**src/rtl/pe_issue_ctrl.sv**
```systemverilog
// Issue controller in front of a pipelined butterfly PE: mode-locked issue,
// credit-based 8-entry response FIFO. Watchdog built only with PE_ISSUE_TIMEOUT_EN.
`timescale 1ns/1ps
module pe_issue_ctrl (
    input  logic        clk,
    input  logic        rst,
    input  logic        req_valid_i,
    output logic        req_ready_o,
    input  logic [2:0]  req_mode_i,
    input  logic [11:0] req_a_i,
    input  logic [11:0] req_b_i,
    input  logic [11:0] req_w_i,
    output logic [11:0] pe_a0_o,
    output logic [11:0] pe_b0_o,
    output logic [11:0] pe_w0_o,
    output logic [2:0]  pe_ctrl_o,
    output logic        pe_valid_o,
    input  logic [11:0] pe_u0_i,
    input  logic [11:0] pe_v0_i,
    input  logic        pe_valid_i,
    output logic        rsp_valid_o,
    input  logic        rsp_ready_i,
    output logic [11:0] rsp_u_o,
    output logic [11:0] rsp_v_o,
    output logic        busy_o,
    output logic        err_timeout_o
);

    localparam logic [2:0] PE_MODE_ADDSUB = 3'd0;

    typedef enum logic [1:0] {IDLE, RUN, DRAIN} state_e;

    state_e      state_q, state_d;
    logic [2:0]  cur_mode, mode_d;
    logic        live;
    logic [3:0]  inflight;
    logic [3:0]  fifo_count;
    logic [2:0]  wr_ptr, rd_ptr;
    logic [23:0] mem [8];
    logic        credit_ok, mode_match, accept, pe_in, push, pop;

    // live keeps req_ready_o low while reset is asserted
    assign credit_ok  = live && (({1'b0, inflight} + {1'b0, fifo_count}) < 5'd8);
    assign mode_match = (req_mode_i == cur_mode);
    assign accept     = req_valid_i && req_ready_o;
    assign pe_in      = pe_valid_i && (inflight != 4'd0);
    assign push       = pe_in;
    assign pop        = rsp_valid_o && rsp_ready_i;

    // FSM next state, mode capture and request readiness
    always_comb begin
        state_d     = state_q;
        mode_d      = cur_mode;
        req_ready_o = 1'b0;
        unique case (state_q)
            IDLE: begin
                req_ready_o = credit_ok;
                if (req_valid_i && credit_ok) begin
                    state_d = RUN;
                    mode_d  = req_mode_i;
                end
            end
            RUN: begin
                req_ready_o = credit_ok && mode_match;
                if (req_valid_i && !mode_match)
                    state_d = DRAIN;
                else if (!req_valid_i && inflight == 4'd0)
                    state_d = IDLE;
            end
            DRAIN: begin
                if (inflight == 4'd0)
                    state_d = IDLE;
            end
            default: state_d = IDLE;
        endcase
    end

    // FSM state, current mode and reset-release flag
    always_ff @(posedge clk or negedge rst) begin
        if (!rst) begin
            state_q  <= IDLE;
            cur_mode <= PE_MODE_ADDSUB;
            live     <= 1'b0;
        end else begin
            state_q  <= state_d;
            cur_mode <= mode_d;
            live     <= 1'b1;
        end
    end

    // operand registers towards the PE
    always_ff @(posedge clk or negedge rst) begin
        if (!rst) begin
            pe_a0_o    <= '0;
            pe_b0_o    <= '0;
            pe_w0_o    <= '0;
            pe_valid_o <= 1'b0;
        end else begin
            pe_valid_o <= accept;
            if (accept) begin
                pe_a0_o <= req_a_i;
                pe_b0_o <= req_b_i;
                pe_w0_o <= req_w_i;
            end
        end
    end

    // in-flight counter; stray PE results are ignored
    always_ff @(posedge clk or negedge rst) begin
        if (!rst)
            inflight <= '0;
        else if (accept && !pe_in)
            inflight <= inflight + 4'd1;
        else if (!accept && pe_in)
            inflight <= inflight - 4'd1;
    end

    // response FIFO pointers and occupancy
    always_ff @(posedge clk or negedge rst) begin
        if (!rst) begin
            wr_ptr     <= '0;
            rd_ptr     <= '0;
            fifo_count <= '0;
        end else begin
            if (push)
                wr_ptr <= wr_ptr + 3'd1;
            if (pop)
                rd_ptr <= rd_ptr + 3'd1;
            if (push && !pop)
                fifo_count <= fifo_count + 4'd1;
            else if (!push && pop)
                fifo_count <= fifo_count - 4'd1;
        end
    end

    // response FIFO storage; credits guarantee a free slot on push
    always_ff @(posedge clk) begin
        if (push)
            mem[wr_ptr] <= {pe_u0_i, pe_v0_i};
    end

    assign rsp_valid_o = (fifo_count != 4'd0);
    assign rsp_u_o     = rsp_valid_o ? mem[rd_ptr][23:12] : '0;
    assign rsp_v_o     = rsp_valid_o ? mem[rd_ptr][11:0]  : '0;
    assign pe_ctrl_o   = cur_mode;
    assign busy_o      = (state_q != IDLE) || (inflight != 4'd0) ||
                         (fifo_count != 4'd0);

`ifdef PE_ISSUE_TIMEOUT_EN
    logic [4:0] wd_cnt;
    logic       err_q;

    // watchdog: cycles waiting on the PE with nothing returning
    always_ff @(posedge clk or negedge rst) begin
        if (!rst) begin
            wd_cnt <= '0;
            err_q  <= 1'b0;
        end else if (pe_valid_i || inflight == 4'd0) begin
            wd_cnt <= '0;
        end else if (wd_cnt != 5'd16) begin
            wd_cnt <= wd_cnt + 5'd1;
            if (wd_cnt == 5'd15)
                err_q <= 1'b1;
        end
    end

    assign err_timeout_o = err_q;
`else
    assign err_timeout_o = 1'b0;
`endif

endmodule

```
**config.mk**
```make
export PLATFORM = sky130hd
export DESIGN_NAME = pe_issue_ctrl
export DESIGN_NICKNAME = d
export VERILOG_FILES = /design/src/rtl/pe_issue_ctrl.sv
export SDC_FILE = /design/constraint.sdc
export NUM_CORES = 1
export LEC_CHECK = 0
export CAP_MARGIN = 20
export CELL_PAD_IN_SITES_DETAIL_PLACEMENT = 2
export CELL_PAD_IN_SITES_GLOBAL_PLACEMENT = 2
export CORE_UTILIZATION = 40
export CTS_BUF_LIST = sky130_fd_sc_hd__clkbuf_8
export DETAILED_ROUTE_END_ITERATION = 12
export GPL_ROUTABILITY_DRIVEN = 0
export MAX_ROUTING_LAYER = met4
export PLACE_DENSITY_LB_ADDON = 0.1
export RECOVER_POWER = 50
export SETUP_SLACK_MARGIN = 0.15
export SLEW_MARGIN = 0
export SYNTH_ARGS = -nofsm -noshare
export SYNTH_HDL_FRONTEND = slang
export SYNTH_SLANG_ARGS = --single-unit
```
**constraint.sdc**
```tcl
create_clock -name clk -period 4.1 [get_ports clk]
set_clock_uncertainty 0.15 [all_clocks]
set_input_delay 0.82 -clock clk [delete_from_list [all_inputs] [get_ports clk]]
set_output_delay 0.82 -clock clk [all_outputs]
set_load 0.01 [all_outputs]
```
* Word level (Yosys, flattened, before mapping)
Memory sizes are Yosys's and may differ from the RTL's.
Cells that the tools add are included.
** Word-level totals
- Register bits after elaboration :: 57
- RAM bits :: 192
- Bits of input ports :: 68
- Output and inout port bits :: 68
- Logic and storage cells :: 68
- Memories kept :: 1
** Operators by class
- $add $sub $neg :: 7
- Order comparisons :: 1
- Equality and inequality tests :: 6
- Muxes and demuxes :: 14
- Reductions and logical operators :: 28
** Memory list
- mem :: words 8, width 24, rd ports 1, clocked after Yosys merged registers in 0, wr ports 1, line 39 : logic [23:0] mem [8];
** Operators with widths (count)
- $mux 12 :: 2
- $mux 4 :: 4
- $logic_and 1x1->1 :: 12
- $add 4x1->4 const B :: 2
- $mux 2 :: 4
- $reduce_bool 4->1 :: 2
- $sub 4x1->4 const B :: 2
- $add 3x1->3 const B :: 2
- $pmux 2 s3 :: 1
- $reduce_bool 2->1 :: 3
- $add 4x4->5 :: 1
- $logic_not 1->1 :: 5
- $lt 5x4->1 const B :: 1
- $logic_not 4->1 :: 1
- $ne 2x2->1 const B :: 2
- $eq 3x3->1 :: 1
- $ne 3x3->1 const B :: 1
- $reduce_and 3->1 :: 1
- $eq 2x1->1 const B :: 1
- $eq 2x2->1 const B :: 1
- $logic_not 2->1 :: 1
- $logic_or 1x1->1 :: 2
- $mux 1 :: 2
- $pmux 1 s2 :: 1
- $reduce_and 2->1 :: 1

* Longest topological paths before layout
Gate-level depths: netlist (run 1).
- Word-level depth :: 10
- Mapped depth :: 13
- Gate-level depth less buffers :: 12

* Worst setup path after synthesis (run 1)
OpenSTA, ideal clock, no wires.
- Path type :: input -> register
- Start :: in pe_valid_i
- End :: mem mem[0][0] (enable)
- Setup time :: 0.435 ns
- Arrival :: 2.833 ns
- Data required time :: 3.515 ns
- Setup slack :: 0.682 ns
- Stages on the path :: 4
- Buffers on the path :: 0
- Cell sequence :: nand2b_1 > inv_1 > nand2b_1 > nor3_1
** Between the ends
- Longest elaborated chain between the ends :: 3
** RTL lines
- start, declared :: line 20 : input logic pe_valid_i,
- $logic_and 1x1->1 :: line 46 : assign pe_in = pe_valid_i && (inflight != 4'd0);
- named net pe_in :: line 40 : logic credit_ok, mode_match, accept, pe_in, push, pop;
- $mux 1 :: line 138 : if (push)
- $mux 1 (not written as such) :: line 139 : mem[wr_ptr] <= {pe_u0_i, pe_v0_i};
- end, declared :: line 39
The timed path passes the listed nets, and every way through them passes these cells.

* Worst setup path after layout (run 1)
- Start :: reg fifo_count[1]
- End :: out req_ready_o
** Between the ends
- Longest elaborated chain between the ends :: 5
** RTL lines
- start, declared :: line 37 : logic [3:0] fifo_count;
- start signal, assigned :: line 130 : fifo_count <= fifo_count + 4'd1;
- start signal, assigned :: line 132 : fifo_count <= fifo_count - 4'd1;
- $add 4x4->5 (*) :: line 43 : assign credit_ok = live && (({1'b0, inflight} + {1'b0, fifo_count}) < 5'd8);
- $lt 5x4->1 (*) :: line 43
- $logic_and 1x1->1 (*) :: line 43
- $logic_and 1x1->1 :: line 64 : req_ready_o = credit_ok && mode_match;
- $pmux 1 s2 (*) :: line 55 : unique case (state_q)
- end, declared :: line 8 : output logic req_ready_o,
Every way passes the cells marked *; elsewhere a longest branch is shown, timed or not.

==> results.json, run 1 <==
{
  "numCtsBuffers": 43,
  "crit_slowest_cell": "clkdlybuf4s50_1",
  "io_pins": 136,
  "synth_cell_type_count": 36,
  "slew_viol_final": 0,
  "ctsHoldBuffers": 0,
  "grt_max_degree": 37,
  "yosysSeqAreaShare_pct": 71.89,
  "vias": 5375,
  "antenna_found_initial": 2,
  "peakVddDrop_mv": 0.3303,
  "crit_top_cell": "and3_1",
  "end_kind": "primary output",
  "die_h_um": 160.2,
  "final_common_cell": "edfxtp_1",
  "clk_latency_ns": 0.55,
  "cp_data_arrival_time_ns": 2.83,
  "n_fill_cell": 2222,
  "drt_pre_antenna_iters": 4,
  "synth_area_per_cell_um2": 19.73,
  "outcome": "complete, no violations",
  "worst_slew_pin_slew_ns": 1.189,
  "vias_per_cell": 5.173,
  "nets": 762,
  "drtIter0Drc": 326,
  "die_area_um2": 25650,
  "hold-worst-slack_ns": 0.3253,
  "die_x_um": 160.2,
  "grt_pass1_wl_um": 39160,
  "critPathLaunchType": "register",
  "drt-total-wl_um": 25570,
  "hold_viol": 0,
  "cp.required_ns": 3.13,
  "fmax_ghz": 0.2633,
  "cts_tree": "done",
  "grt_pass1_vias": 6390,
  "fin_crit_ns": 3.797,
  "finalSetupTns_ns": 0,
  "clk_pin_slew_ns": 0.06,
  "wl_per_cell_um": 24.61,
  "ctsLongestPathBuffers": 3,
  "grt_remaining_overflow": 0,
  "ys_warn_count": 0,
  "route.detailed.drc": 0,
  "synth_seq_cells": 249,
  "leakage_uw": 0.004624,
  "drive_gt1_share_pct": 25.00,
  "synthToLayoutAreaGrowth_pct": 26.20,
  "cp_max_fo": 5,
  "crit_type": "register to primary output",
  "portBuffers": 134,
  "place.detailed.hpwl_um": 15850,
  "grt_usage_pct": 21.27,
  "h-tree-depth": 2,
  "power_density_nw_per_um2": 752.6,
  "cts-root-buf": "clkbuf_8",
  "core_area_um2": 24390,
  "rows": 57,
  "cp_slowest_stage_delay_ns": 0.54,
  "finalCritPeriodShare_pct": 92.62,
  "final-setup-viol-count": 0,
  "synthCells": 507,
  "relSlewSlack_pct": 20.76,
  "maxCapViolCount": 0,
  "clkSinkCount": 249,
  "grt_setup_unrepaired": "no",
  "syn_area_um2": 10000,
  "ant_nets": 0,
  "hp-class": "input port to asynchronous set/reset pin",
  "initial_core_util_pct": 41.02,
  "final_cell_mix": "edfxtp_1 (192), clkdlybuf4s50_1 (87), dfrtp_1 (55)",
  "syn-num-nets": 588,
  "crit_chain": "ha_1 -> and3_1 -> o21ai_0 -> and3_1 -> clkdlybuf4s50_1"
}
## state kept, by name (all words and copies together), names as in the netlist
signal / flops
pe_valid_o: 1
wr_ptr: 3
inflight: 4
pe_b0_o: 12
pe_w0_o: 12
rd_ptr: 3
live: 1
fifo_count: 4
pe_a0_o: 12
pe_ctrl_o: 3
mem: 192
state_q: 2
## routing by layer
metal / vias up / part of all wire [%] / track usage [%]
met5: - / 0 / -
met4: 0 / 1.2 / 4.805
met3: 32 / 6.5 / 5.974
met2: 174 / 53 / 36.68
met1: 2819 / 39 / 24.62
li1: 2350 / - / -
## cell type report
| class | instances | area (um2) | share of cell area (%) |
|---|---|---|---|
| Antenna cell | 3 | 7.507 | 0.05946 |
| Clock buffer | 44 | 605.6 | 4.796 |
| Clock inverter | 32 | 198.9 | 1.576 |
| Inverter | 6 | 22.52 | 0.1784 |
| Multi-Input combinational cell | 230 | 2701 | 21.40 |
| Sequential cell | 249 | 7197 | 57.00 |
| Tap cell | 324 | 405.4 | 3.211 |
| Timing Repair Buffer | 151 | 1488 | 11.78 |
## worst paths after layout
kind	startpoint	endpoint	slack [ns]	cells past startpoint
max	fifo_count[1]$_DFFE_PN0P_	req_ready_o	0.30	5
min	rst	pe_w0_o[5]$_DFFE_PN0P_	0.33	1
max reg2reg	fifo_count[1]$_DFFE_PN0P_	inflight[3]$_DFFE_PN0P_	0.57	11
min reg2reg	pe_b0_o[11]$_DFFE_PN0P_	pe_b0_o[11]$_DFFE_PN0P_	0.35	1
max in group asynchronous	rst	rd_ptr[0]$_DFFE_PN0P_	1.70	2
min in group clk	pe_b0_o[11]$_DFFE_PN0P_	pe_b0_o[11]$_DFFE_PN0P_	0.35	1
## critical path, delay by kind of cell, from the launching register on
family          cells  cell delay, ns
buf+inv             1            0.54
compound gates      1            0.53
flops               1            0.47
simple gates        2            0.44
fa+ha+maj           1            0.30
## per-stage QoR
step	setup WS [ns]	std cells	util (%)	total power, uW	cell area (um2)
floorplan	0.6817	507	-	5754	10000
global placement	0.4689	959	48.41	7280	11810
detailed placement	0.2655	959	48.41	7480	11810
CTS	0.2854	1036	51.77	9747	12630
global route	0.09479	1039	51.76	10060	12630
finish	0.3027	1039	51.76	9503	12630
## cells in the mapped netlist (all sizes together)
cell type / number / area, um2
nor2: 32 / 120.1
nand3: 2 / 10.01
dfrtp: 57 / 1426
a21oi: 3 / 15.01
inv: 6 / 22.52
edfxtp: 192 / 5766
o21ai: 6 / 30.02
mux2: 42 / 581.8
xnor2: 7 / 61.31
o31ai: 3 / 27.52
mux4: 48 / 1081
ha: 11 / 137.6
mux2i: 26 / 260.3
o32ai: 1 / 8.760
and3: 2 / 12.51
nor3: 9 / 45.04
nand4: 1 / 21.27
conb: 2 / 7.510
nand4b: 1 / 8.760
nand2: 15 / 56.30
a2111oi: 2 / 17.52
fa: 2 / 40.04
a21o: 2 / 15.01
nand2b: 7 / 43.79
nor4: 3 / 40.04
buf: 12 / 85.08
xor2: 3 / 26.28
clkbuf: 10 / 37.54
## power breakdown
part,total (uW),internal [uW],switching [uW]
Sequential,3700,3310,391
Combinational,3650,1970,1680
Clock,2150,1130,1020
Total,9500,6410,3090
## cell families after synthesis
logic type | after synthesis | share of synthesized area (%)
AO/OA/AOI/OAI | 17 | 1.138
buffers and inverters | 28 | 1.451
flip-flops | 249 | 71.89
XOR/XNOR | 10 | 0.8755
multiplexers | 116 | 19.22
other | 2 | 0.07507
AND/OR/NAND/NOR | 72 | 3.577
adder cells (fa/ha/maj) | 13 | 1.776
## repair_timing
action / in CTS / in global routing
setup buffers: 1 / 0
hold endpoints to repair: 0 / 0
endpoints found under the setup margin: 2 / 0
gates resized for setup: 0 / 0
Note: power is estimated with default switching activity, not from simulation.
==> run 2: changes to the inputs <==
CTS_CLUSTER_DIAMETER = 50   (was unset)
==> results of run 2 <==
Final layout, timing and power as in run 1 (identical DEF).
==> run 3: changes to the inputs <==
SLEW_MARGIN = 20   (was 0)
==> results of run 3 <==
Final layout, timing and power as in run 1 (identical DEF).
